## config.mk

```make
export PLATFORM = sky130hd
export DESIGN_NAME = display_mode_arbiter
export DESIGN_NICKNAME = d
export VERILOG_FILES = /design/src/rtl/display_mode_arbiter.sv
export SDC_FILE = /design/constraint.sdc
export NUM_CORES = 1
export LEC_CHECK = 0
export BUFFER_PORTS_ARGS = -buffer_cell sky130_fd_sc_hd__buf_2
export CORE_MARGIN = 8
export CORE_UTILIZATION = 40
export DETAILED_ROUTE_END_ITERATION = 8
export PLACE_DENSITY = 0.72
export SLEW_MARGIN = 20
export SYNTH_ARGS = -nofsm -noshare
export SYNTH_HDL_FRONTEND = slang
export SYNTH_SLANG_ARGS = --single-unit
```

## constraint.sdc

```tcl
create_clock -name clk -period 2.4 [get_ports clk]
set_input_delay 0.24 -clock clk [delete_from_list [all_inputs] [get_ports clk]]
set_output_delay 0.24 -clock clk [all_outputs]
set_load 0.005 [all_outputs]
```

## src/rtl/display_mode_arbiter.sv

```systemverilog
// display_mode_arbiter: owns the LCD character path and switch pulses for the four mode blocks,
// switching owner only on frame boundaries, with inactivity timeout and alarm ring preemption.
module display_mode_arbiter #(
  parameter int TIMEOUT_S = 30,
  parameter int RING_S    = 60,
  parameter int LAST_IDX  = 31
) (
  input  logic       clk,
  input  logic       rst,
  input  logic       en_1hz,
  input  logic [3:0] dip_sw,
  input  logic [3:0] sw_pulse,
  input  logic       alarm_hit,
  input  logic [4:0] index_char,
  input  logic       char_done,
  input  logic [7:0] data_mode0,
  input  logic [7:0] data_mode1,
  input  logic [7:0] data_mode2,
  input  logic [7:0] data_mode3,
  output logic [7:0] data_char,
  output logic [3:0] sw_mode0,
  output logic [3:0] sw_mode1,
  output logic [3:0] sw_mode2,
  output logic [3:0] sw_mode3,
  output logic [1:0] mode,
  output logic       ringing
);
  localparam int IW = $clog2(TIMEOUT_S + 1);
  localparam int RW = $clog2(RING_S + 1);
  typedef enum logic [1:0] {RUN, PEND, RING} state_t;
  state_t        state;
  logic [IW-1:0] inact;
  logic [RW-1:0] ring_cnt;
  logic          ovr;
  logic [3:0]    dip_q, dip_ovr;
  logic [1:0]    dip_mode, free_target, target, next_mode;
  logic          boundary, any_sw, route, stop, dip_chg, expire, set_mode;
  assign dip_mode    = dip_sw == 4'b0001 ? 2'd1 : dip_sw == 4'b0010 ? 2'd2 : dip_sw == 4'b0100 ? 2'd3 : 2'd0;
  assign free_target = ovr ? 2'd0 : dip_mode;
  assign target      = state == RING ? 2'd0 : free_target;
  assign boundary    = char_done && index_char == 5'(LAST_IDX);
  assign next_mode   = boundary ? target : mode;
  assign any_sw      = |sw_pulse;
  assign route       = state == RUN && !alarm_hit;
  assign stop        = state == RING && !alarm_hit && (any_sw || (en_1hz && ring_cnt == RW'(RING_S - 1)));
  assign dip_chg     = dip_sw != dip_q;
  assign set_mode    = mode == 2'd1 || mode == 2'd2;
  // A DIP change on the expiry cycle means the user is active, so the latch stays clear
  assign expire      = state == RUN && set_mode && en_1hz && !any_sw && !dip_chg && !ovr
                       && inact == IW'(TIMEOUT_S - 1);
  assign data_char   = mode == 2'd0 ? data_mode0 : mode == 2'd1 ? data_mode1 : mode == 2'd2 ? data_mode2 : data_mode3;
  always_ff @(posedge clk or posedge rst) begin
    if (rst) begin
      state    <= RUN;
      mode     <= 2'd0;
      ringing  <= 1'b0;
      sw_mode0 <= '0;
      sw_mode1 <= '0;
      sw_mode2 <= '0;
      sw_mode3 <= '0;
      inact    <= '0;
      ring_cnt <= '0;
      ovr      <= 1'b0;
      dip_q    <= '0;
      dip_ovr  <= '0;
    end else begin
      mode     <= next_mode;
      dip_q    <= dip_sw;
      sw_mode0 <= route && mode == 2'd0 ? sw_pulse : 4'd0;
      sw_mode1 <= route && mode == 2'd1 ? sw_pulse : 4'd0;
      sw_mode2 <= route && mode == 2'd2 ? sw_pulse : 4'd0;
      sw_mode3 <= route && mode == 2'd3 ? sw_pulse : 4'd0;
      if (ovr && dip_sw != dip_ovr) ovr <= 1'b0;
      else if (expire) begin
        ovr     <= 1'b1;
        dip_ovr <= dip_sw;
      end
      if (next_mode != mode) inact <= '0;
      else if (state == RUN && set_mode)
        inact <= any_sw ? '0 : (en_1hz && inact != IW'(TIMEOUT_S)) ? inact + 1'b1 : inact;
      if (alarm_hit) begin
        state    <= RING;
        ringing  <= 1'b1;
        ring_cnt <= '0;
      end else if (state == RING) begin
        ringing  <= !stop;
        ring_cnt <= ring_cnt + RW'(en_1hz);
        if (stop) state <= next_mode == free_target ? RUN : PEND;
      end else state <= next_mode == target ? RUN : PEND;
    end
  end
endmodule

```

* Word-level counts from Yosys, hierarchy flattened
Index checks and enable logic that the tools add are counted.
** Word-level totals
- Register bits :: 41
- Bits of input ports :: 50
- Output and inout bits :: 27
- Word-level logic and storage cells :: 93
** Cells by class
- Add/sub/neg operators :: 2
- Equality and inequality tests :: 17
- Multiplexer cells :: 28
- Bitwise operators :: 1
- Reduce and logical (&&, ||, !) cells :: 33
** Operator list (count)
- 2-to-1 mux 8 bit :: 3
- 2-to-1 mux 5 bit :: 4
- 2-to-1 mux 2 bit :: 9
- logical AND 1 bit :: 17
- 2-to-1 mux 4 bit :: 4
- 2-to-1 mux 6 bit :: 2
- == test 5 bit, second input constant :: 2
- inequality test 4 bit :: 2
- adder 6 x 1 -> 6 bit :: 1
- == test 2 bit, second input constant :: 3
- == test 6 bit, second input constant :: 1
- 2-to-1 mux 1 bit :: 6
- nonzero test 2 bit :: 3
- adder 5 x 1 -> 5 bit, second input constant :: 1
- logical NOT 1 bit :: 5
- inequality test 5 bit, second input constant :: 1
- == test 2 bit :: 2
- == test 4 x 1 -> 1 bit, second input constant :: 1
- == test 4 x 2 -> 1 bit, second input constant :: 1
- == test 4 x 3 -> 1 bit, second input constant :: 1
- logical NOT 2 bit :: 2
- AND reduction 2 bit :: 2
- OR reduction 4 bit :: 1
- inequality test 3 bit, second input constant :: 1
- 5 further kinds :: 6

* Logic depth before layout (Yosys ltp)
Gate-level depths: netlist of the first run.
- Depth after elaboration :: 12
- Depth in mapped cells :: 7
- Depth with buffers taken out :: 7

* Worst setup path before layout of the first run
Ideal clock, no wire load.
- Kind :: flip-flop to flip-flop
- From :: register mode[1]
- To :: register dip_ovr[0]
- Library setup time :: 0.125 ns
- Arrival :: 2.003 ns
- Required time :: 2.275 ns
- Path slack :: 0.272 ns
- Cell stages (with the launch flop) :: 8
- Path buffers :: 1
- Clock period less this slack :: 2.128 ns
- Cells stage by stage :: dfrtp_1 -> inv_1 -> ha_1 -> nor3b_2 -> nand4_1 -> or3_4 -> buf_6 -> mux2_4
** Between the ends
- Word-level cells in the longest chain between the ends :: 9
- Elaborated cells between the ends (all ways) :: 10
- Those cells by class :: 2 x eq/ne; 8 x reduce/logical
** RTL lines
- start, declared :: line 25 : output logic [1:0] mode,
- start signal, assigned :: line 67 : mode <= next_mode;
- == test 2 x 1 -> 1 bit / == test 2 bit (equally long branches) :: line 47 : assign set_mode = mode == 2'd1 || mode == 2'd2;
- logical OR 1 bit (*) :: line 47
- logical AND 1 bit (*) (5 in a row) :: line 49 : assign expire = state == RUN && set_mode && en_1hz && !any_sw && !dip_chg && !ovr
- logical AND 1 bit (*) :: line 50 : && inact == IW'(TIMEOUT_S - 1);
- AND reduction 2 bit (no source line) (*)
- end signal, assigned :: line 76 : dip_ovr <= dip_sw;
- end, declared :: line 35 : logic [3:0] dip_q, dip_ovr;
Every way passes the cells marked *; elsewhere a longest branch is shown, timed or not.
A chain may end at the register's enable or synchronous reset.

* Worst setup path in the final report of the first run
- From :: register mode[0]
- To :: output data_char[0]
** Between the ends
- Word-level cells in the longest chain between the ends :: 4
- Elaborated cells between the ends (all ways) :: 6
- Those cells by class :: 2 x eq/ne; 3 x mux; 1 x reduce/logical
** RTL lines
- == test 2 bit :: line 51 : assign data_char = mode == 2'd0 ? data_mode0 : mode == 2'd1 ? data_mode1 : mode == 2'd2 ? data_mode2 : data_mo ...
- 2-to-1 mux 8 bit (2 in a row) :: line 51
- 2-to-1 mux 8 bit (*) :: line 51
- end, declared :: line 20 : output logic [7:0] data_char,
Marks and branches as above.

==> results.toml, run 1 <==
[outcome]
outcome = "finished clean"

[synthesis]
synth_cell_types = 40
ys_seq_area_share_pct = 46.5
synth_largest_area_cell = "dfrtp_1"
synth-async-reset-ratio_pct = 100
ys_warn_count = 0
syn_area_mm2 = 0.00220
synth-main-ff-cell = "dfrtp_1"
synth_area_leaders = "dfrtp_1 (47%), ha_1 (5.1%), xnor2_1 (4.4%)"
ys_ff_latch = 41
synthesis.instances = 220
netlist.area_leader.share_pct = 46.5
synth_edf_count = 0
post_synth.cell_area_avg_um2 = 10.0
post-synth-top-count-cell = "dfrtp_1"
netlist_top_cells_count = "dfrtp_1 (41), nand2_1 (22), a21oi_1 (16)"
syn-num-nets = 279

[setup_path]
cp-start-kind = "flop"
cp_top_family = "buffers and inverters"
path_buf_inv = 3
arrival_ns = 1.89
criticalPathCategory = "flop to output pin"
crit_required_ns = 2.16
crit_path_max_fanout = 12
cp-end-kind = "output pin"
slowest_stage = "dfrtp_1"
r2r-start = "mode[1]$_DFF_PP0_"
cp_slowest_stage_delay_ns = 0.46
crit_start = "mode[0]$_DFF_PP0_"
cp_cell_sequence = "inv_1 > ha_1 > buf_4 > mux2i_1 > nor2_1 > a21oi_1 > o21ai_0 > buf_2"

[cts]
cts_buffer_depth = 2
cts_tree = "done"
htreeDepth = 2
cts.sinks = 41
root_buffer = "clkbuf_8"
post-cts-setup-buffers = 0
cts_made_buffers = 5
ctsHoldBuffers = 0
clk_latency_ns = 0.29
clk_pin_slew_ns = 0.09
post_cts_resized = 0

[cells_and_area]
num-fill-cells = 512
final_area_mm2 = 0.00276
nets = 353
finalNonFillerCells = 367
area_delta_synth_final_pct = 25.1
diodes = 0
drive_above_1_share_pct = 34.6

[sta]
hold_viol = 0
finalCriticalPeriod_ns = 2.13
maxSlewHeadroom_pct = 55.4
worst_slack_ns = 0.271
post-route-period-util_pct = 88.7
fin_setup_tns_ns = 0
tightest_slew_ns = 0.663
slew_violations = 0
setup_viol = 0
rsz0062_at_grt = "false"
finalClockSkew_ns = 0.00927
fmax_mhz = 470

[global_routing]
antenna_found_initial = 0
grt_pass1_vias = 1951
grt.overflow.total = 0
globalRouteTotalUtil_pct = 12.9
grt_max_degree = 42
grt_pass1_wl_mm = 9.00

[power]
powerDensity_mw_per_mm2 = 579
p_leak_nw = 1.44
peakVddDrop_v = 0.000363

[hold_path]
hold_path.class = "input port to async pin"

[drt]
drt_iter0_markers = 149
routedWlPerCell_um = 14.5
ant_nets = 0
wirelength_mm = 5.34
vias_per_cell = 4.96
drc = 0
vias = 1819
dr.pass1.iters = 4

[die]
die_w_um = 90.2
rows = 27
die_h_um = 90.2
core_area_mm2 = 0.00541
dieArea_mm2 = 0.00814
io_pins = 77
initial_core_util_pct = 40.8

[place]
dp_cells = 359
dpl-instance-area_mm2 = 0.00264
dp_hpwl_mm = 4.08
port_buffers = 76
gp_routability_congestion = 0.843
dp_slack_ns = 0.400

[flow_run]
cap_violations = 0
[metrics by stage]
stage | hold WS, ns | power (mW) | utilization [%]
final | 0.0559 | 1.60 | 51.0
after global placement | 0.391 | 1.04 | 48.9
after detailed placement | 0.393 | 1.05 | 48.9
after global routing | 0.116 | 1.67 | 51.0
after floorplan | 0.271 | 0.940 | -
after CTS | 0.0769 | 1.61 | 51.0
[flip-flops by register name, summed over array words and instances (netlist names)]
signal / cells
dip_ovr: 4
state: 2
mode: 2
sw_mode2: 4
sw_mode0: 4
sw_mode1: 4
ringing: 1
ring_cnt: 6
ovr: 1
dip_q: 4
sw_mode3: 4
inact: 5
[placed cells by master, fill, tap and decap left out, drive strengths merged, types with 5 or more instances in the layout]
cell	instances
buf	81
a21oi	16
nand4	7
clkbuf	5
inv	7
nor2	13
and3	17
mux2i	9
xor2	6
xnor2	11
nand2	22
o21ai	13
dfrtp	41
ha	9
[path summary, 6_finish.rpt]
| check | end | slack, ns | depth (start not counted) |
|---|---|---|---|
| setup reg to reg | dip_ovr[3]$_DFFE_PP0P_ | 0.38 | 6 |
| hold / removal | sw_mode0[1]$_DFF_PP0_ | 0.06 | 3 |
| min in group clk | dip_q[0]$_DFF_PP0_ | 0.14 | 1 |
| hold reg to reg | ringing$_DFFE_PP0P_ | 0.48 | 1 |
| setup / recovery | data_char[0] | 0.27 | 8 |
| max in group asynchronous | inact[1]$_DFFE_PP0P_ | 1.98 | 3 |
[cell type report]
| type | count | area [um^2] | area share, % |
|---|---|---|---|
| inverter | 6 | 22.5 | 0.817 |
| tap | 72 | 90.1 | 3.27 |
| clock inverter | 3 | 43.8 | 1.59 |
| timing repair buffer | 81 | 418 | 15.2 |
| multi-input combinational | 159 | 1090 | 39.5 |
| sequential | 41 | 1030 | 37.2 |
| clock buffer | 5 | 68.8 | 2.50 |
[power by group]
group | total [mW] | internal (mW) | leakage, nW | switching (mW)
sequential | 0.769 | 0.730 | 0.549 | 0.0389
combinational | 0.267 | 0.125 | 0.831 | 0.142
clock | 0.561 | 0.312 | 0.0585 | 0.249
total | 1.60 | 1.17 | 1.44 | 0.430
[worst min-delay path: stages]
cell   delay, ns
buf_2       0.09
inv_1       0.04
buf_4       0.43
[per-layer routing]
layer	routed length (um)	GRT usage, %
met1	2430	15.7
met2	2650	22.1
met3	198	2.58
met4	60	4.44
met5	0	0
[cells by family (layout without fill, tap and decap cells)]
family | after synthesis | in the layout | synth area share [%]
flip-flops | 41 | 41 | 46.5
buffers and inverters | 20 | 95 | 4.20
multiplexers | 13 | 13 | 6.81
AO/OA/AOI/OAI | 41 | 41 | 11.1
AND/OR/NAND/NOR | 79 | 79 | 19.5
XOR/XNOR | 17 | 17 | 6.75
adder cells (fa/ha/maj) | 9 | 9 | 5.11
No activity file was read; power rests on OpenSTA's default activity.
==> run 2: changes to the inputs <==
ABC_AREA = 1   (was unset)
CORE_MARGIN = unset   (was 8)
==> run 2 against run 1 <==
Against the previous run:
- core utilization is 1.2 points higher
- worst setup slack worse by 0.0094 ns
- clock skew is 0.0043 ns lower
- sequential cell count stayed put
- count of clock-buffer cells in the layout is 1 higher
- hold slack better by 0.0016 ns
- synthesized cell count is 33% higher
- via count is 15% higher
- register-to-register slack better by 0.18 ns
- global-route usage is 4.6 points higher
- combinational power is 24% lower
==> results.toml, run 2 <==
[global_routing]
grt_max_degree = 42
antenna_found_initial = 0
grt_pass1_wl_mm = 8.53
grt_pass1_vias = 1978
globalRouteTotalUtil_pct = 17.5
grt.overflow.total = 0

[power]
power.switching_mw = 0.367
clkPwrFrac_pct = 38.6
seqPwrFrac_pct = 47.9
powerDensity_mw_per_mm2 = 514
power.total_mw = 1.50
p_int_mw = 1.13
peakVddDrop_v = 0.000363
p_comb_share_pct = 13.6
p_leak_nw = 1.56
swShare_pct = 24.5

[setup_path]
r2r_end = "inact[1]$_DFFE_PP0P_"
r2r-start = "mode[1]$_DFF_PP0_"
reg2reg_depth = 10
crit_path_max_fanout = 9
reg2reg_slack_ns = 0.56
path_buf_inv = 2
arrival_ns = 1.90
cp_cell_sequence = "inv_1 > ha_2 > mux2i_1 > or2_2 > a21oi_1 > buf_2"
slowest_stage = "dfrtp_1"
criticalPathCategory = "flop to output pin"
cp-end-kind = "output pin"
cp-start-kind = "flop"
cp_slowest_stage_delay_ns = 0.45
cp_top_family = "flip-flops"
crit_required_ns = 2.16

[die]
initial_core_util_pct = 41.9
die_h_um = 78.4
core_area_mm2 = 0.00557
rows = 27
io_pins = 77
dieArea_mm2 = 0.00615
die_w_um = 78.4

[cells_and_area]
diodes = 0
final_common_cell = "buf_2"
largest_register_ffs = 6
nets = 432
utilization_pct = 52.2
top_regs = "ring_cnt (6), inact (5)"
num-fill-cells = 557
area_delta_synth_final_pct = 24.6
layout_common_cells = "buf_2 (76), nand2_1 (62), dfrtp_1 (41)"
drive_above_1_share_pct = 30.7
regMostFlops = "ring_cnt"

[cts]
post-cts-setup-buffers = 0
cts_buffer_depth = 2
clk_pin_slew_ns = 0.08
cts.sinks = 41
root_buffer = "clkbuf_8"
htreeDepth = 2
clk_latency_ns = 0.29
cts_made_buffers = 5
ctsHoldBuffers = 0
cts_tree = "done"
post_cts_resized = 0

[drt]
routedWlPerCell_um = 11.1
vias = 2087
drt_iter0_markers = 102
drc = 0
vias_per_cell = 4.68
dr.pass1.iters = 4
ant_nets = 0
wirelength_mm = 4.95

[sta]
rsz0062_at_grt = "false"
finalCriticalPeriod_ns = 2.14
post-route-period-util_pct = 89.1
tightest_slew_ns = 0.515
hold_viol = 0
setup_viol = 0
slew_violations = 0
finalClockSkew_ns = 0.00495
fmax_mhz = 468
worst_slack_ns = 0.261
maxSlewHeadroom_pct = 65.7
fin_setup_tns_ns = 0

[synthesis]
synth-main-ff-cell = "dfrtp_1"
syn-num-nets = 352
synth_cell_types = 31
ys_seq_area_share_pct = 43.9
synth-async-reset-ratio_pct = 100
synthesis.instances = 293
post_synth.cell_area_avg_um2 = 7.97
syn_area_mm2 = 0.00233
ys_ff_latch = 41
post-synth-top-count-cell = "nand2_1"
netlist.area_leader.share_pct = 43.9
ys_warn_count = 0
netlist_top_cells_count = "nand2_1 (62), dfrtp_1 (41), inv_1 (35)"
synth_edf_count = 0
synth_area_leaders = "dfrtp_1 (44%), nand2_1 (10%), inv_1 (5.6%)"
synth_largest_area_cell = "dfrtp_1"

[flow_run]
cap_violations = 0

[outcome]
outcome = "finished clean"

[place]
gp_routability_congestion = 0.844
dp_slack_ns = 0.393
dp_hpwl_mm = 3.87
port_buffers = 76

[hold_path]
hold_path.class = "input port to async pin"
run 2: changes by cell type after synthesis, moves of 6 or more:
cell	previous run	this run
and3_1	13	0
clkbuf_1	8	2
inv_1	6	35
nand2_1	22	62
nand3_1	3	20
nor2_1	13	34
or2_2	0	8
xnor2_1	11	1
run 2: power by group through the flow:
stage | logic, mW | registers, mW | clock network [mW]
after floorplan | 0.121 | 0.728 | 0
after global placement | 0.201 | 0.729 | 0
after detailed placement | 0.204 | 0.730 | 0
after CTS | 0.206 | 0.716 | 0.592
after global routing | 0.230 | 0.718 | 0.625
final | 0.203 | 0.716 | 0.577
run 2: metrics by stage:
step	instances	area, um^2	hold WS [ns]
after floorplan	293	2330	0.271
after global placement	438	2790	0.392
after detailed placement	438	2790	0.394
after CTS	446	2910	0.0779
after global routing	446	2910	0.0868
final	446	2910	0.0575
run 2: logic make-up (layout without fill, tap and decap cells):
kind of cell,Yosys count,in the layout,share of synthesized area (%)
compound gates,39,39,8.68
xor+xnor,3,3,1.13
mux,8,8,3.43
fa+ha+maj,9,9,4.82
flops,41,41,43.9
simple gates,150,150,30.6
buf+inv,43,124,7.40
run 2: layer usage:
layer,track usage [%],up-vias,wire length [um]
li1,-,1098,-
met1,22.2,929,2260
met2,30.0,54,2460
met3,2.79,6,164
met4,6.30,0,66
met5,0,-,0
run 2: area by class of cell:
class	instances	area, um^2	share of cell area [%]
well taps	72	90.1	3.10
clock buffers	6	82.6	2.84
multi-input cells	209	1140	39.1
repair buffers	77	388	13.3
clock inverters	2	37.5	1.29
flip-flops and latches	41	1030	35.3
inverters	39	146	5.03
run 2: worst max path at each step:
| stage | from | endpoint | slack [ns] | cells after the start |
|---|---|---|---|---|
| CTS | mode[0]$_DFF_PP0_ | data_char[1] | 0.06 | 6 |
| finish | mode[0]$_DFF_PP0_ | data_char[1] | 0.26 | 6 |
| floorplan | mode[0]$_DFF_PP0_ | data_char[0] | 0.75 | 6 |
| global route | mode[0]$_DFF_PP0_ | data_char[6] | 0.11 | 6 |
| global placement | mode[0]$_DFF_PP0_ | data_char[1] | 0.49 | 6 |
| detailed placement | mode[0]$_DFF_PP0_ | data_char[1] | 0.39 | 6 |
run 2: worst register-to-register path, cell delays in order (launching register included):
cell     delay (ns)
dfrtp_1        0.46
inv_1          0.13
ha_1           0.30
inv_1          0.05
nor3_2         0.23
nand3_2        0.18
nand2_2        0.14
nand2_1        0.06
o21ai_0        0.07
inv_1          0.07
nor2_2         0.09
==> run 3: changes to the inputs <==
CORE_UTILIZATION = 51   (was 40)
PLACE_DENSITY = 0.86   (was 0.72)
==> run 3 against run 2 <==
Against the previous run:
- sequential power is essentially flat
- cell count shrank 4.5%
- fmax shrank 1.0%
- register-to-register slack lost 0.05 ns
- clock skew grew 0.00065 ns
- hold slack lost 0.010 ns
- sequential share of layout area grew 0.40 points
- critical path type unchanged
- largest power group unchanged
- highest routed layer unchanged
==> results.toml, run 3 (synthesized netlist as in run 2, its figures left out) <==
[setup_path]
cp-start-kind = "flop"
crit_path_max_fanout = 9
arrival_ns = 1.92
cp_top_family = "flip-flops"
cp-end-kind = "output pin"
cp_cell_sequence = "inv_1 > ha_2 > mux2i_1 > or2_2 > a21oi_1 > buf_2"
criticalPathCategory = "flop to output pin"
path_buf_inv = 2
cp_slowest_stage_delay_ns = 0.46
slowest_stage = "dfrtp_1"
crit_required_ns = 2.16

[place]
port_buffers = 76
gp_routability_congestion = 0.873
dp_slack_ns = 0.419
dpl-instance-area_mm2 = 0.00276
dp_cells = 418
dp_hpwl_mm = 3.87

[hold_path]
hold_path.class = "input port to async pin"

[die]
core_area_mm2 = 0.00438
rows = 24
dieArea_mm2 = 0.00485
die_w_um = 69.7
io_pins = 77
initial_core_util_pct = 53.3
die_h_um = 69.7

[cells_and_area]
num-fill-cells = 357
regArea_mm2 = 0.00103
final_area_mm2 = 0.00288
finalNonFillerCells = 426
final_common_cell = "buf_2"
regMostFlops = "ring_cnt"
top_regs = "ring_cnt (6), inact (5)"
drive_above_1_share_pct = 30.7
diodes = 0
nets = 432
multi_input_area_mm2 = 0.00114
area_delta_synth_final_pct = 23.2
largest_register_ffs = 6
layout_common_cells = "buf_2 (76), nand2_1 (62), dfrtp_1 (41)"

[sta]
setup_viol = 0
fin_setup_tns_ns = 0
finalClockSkew_ns = 0.00560
tightest_slew_ns = 0.507
finalCriticalPeriod_ns = 2.16
slew_violations = 0
hold_ws_ns = 0.0472
post-route-period-util_pct = 90.0
fmax_mhz = 463
rsz0062_at_grt = "false"
worst_slack_ns = 0.240
hold_viol = 0
maxSlewHeadroom_pct = 66.2

[cts]
post_cts_resized = 0
cts.sinks = 41
cts_made_buffers = 5
htreeDepth = 2
clk_pin_slew_ns = 0.08
cts_buffer_depth = 2
cts_tree = "done"
post-cts-setup-buffers = 0
clk_latency_ns = 0.29
root_buffer = "clkbuf_8"
ctsHoldBuffers = 0

[outcome]
outcome = "finished clean"

[flow_run]
cap_violations = 0

[drt]
vias_per_cell = 5.06
wl_met3_um = 176
vias = 2155
routedWlPerCell_um = 12.0
drc = 0
wl_met2_mm = 2.68
drt_iter0_markers = 143
ant_nets = 0
wirelength_mm = 5.10
routed.top_layer = "met4"
dr.pass1.iters = 4
routedLengthMet1_mm = 2.20

[global_routing]
globalRouteTotalUtil_pct = 21.4
antenna_found_initial = 0
grt_max_degree = 42
grt_pass1_wl_mm = 8.56
grt.overflow.total = 0
grt_pass1_vias = 2035

[power]
peakVddDrop_v = 0.000359
p_leak_nw = 1.56
powerDensity_mw_per_mm2 = 514
run 3: cell types whose count changed in the layout (fill, tap and decap cells not counted):
cell	delta
clkinvlp_4	-1
clkbuf_8	-1
clkinv_2	+1
inv_6	+1
run 3: cell type report:
class	instances	share of cell area [%]
multi-input cells	209	39.6
flip-flops and latches	41	35.7
repair buffers	77	13.5
inverters	39	5.09
clock buffers	5	2.39
well taps	52	2.26
clock inverters	3	1.52
run 3: worst register-to-register path, cell delays in order, from the launching register on:
cell,delay (ns)
dfrtp_1,0.46
inv_1,0.13
ha_1,0.31
inv_1,0.05
nor3_2,0.24
nand3_2,0.18
nand2_2,0.15
nand2_1,0.06
o21ai_0,0.08
inv_1,0.07
nor2_2,0.09
run 3: where the power goes:
group | switching, mW | internal (mW) | leakage, nW | total [mW]
combinational | 0.120 | 0.0862 | 0.947 | 0.206
clock | 0.243 | 0.312 | 0.0585 | 0.555
sequential | 0.0116 | 0.704 | 0.555 | 0.716
total | 0.375 | 1.10 | 1.56 | 1.48
run 3: layer usage:
layer | GRT usage, % | vias up
li1 | - | 1095
met1 | 25.2 | 1005
met2 | 39.3 | 51
met3 | 3.34 | 4
met4 | 7.56 | 0
met5 | 0 | -
run 3: stage by stage:
stage	util, %	total power, mW
finish	65.6	1.48
global route	65.6	1.54
CTS	65.6	1.49
detailed placement	63.0	0.935
global placement	63.0	0.927
floorplan	-	0.849
run 3: path summary, 6_finish.rpt:
path	start	to	slack, ns	cells past startpoint
setup / recovery	mode[0]$_DFF_PP0_	data_char[0]	0.24	6
hold / removal	rst	sw_mode1[1]$_DFF_PP0_	0.05	3
setup reg to reg	mode[1]$_DFF_PP0_	inact[4]$_DFFE_PP0P_	0.51	10
hold reg to reg	ring_cnt[5]$_DFFE_PP0P_	ring_cnt[5]$_DFFE_PP0P_	0.48	1
max in group asynchronous	rst	dip_q[3]$_DFF_PP0_	1.99	3
min in group clk	dip_sw[2]	dip_q[2]$_DFF_PP0_	0.09	1
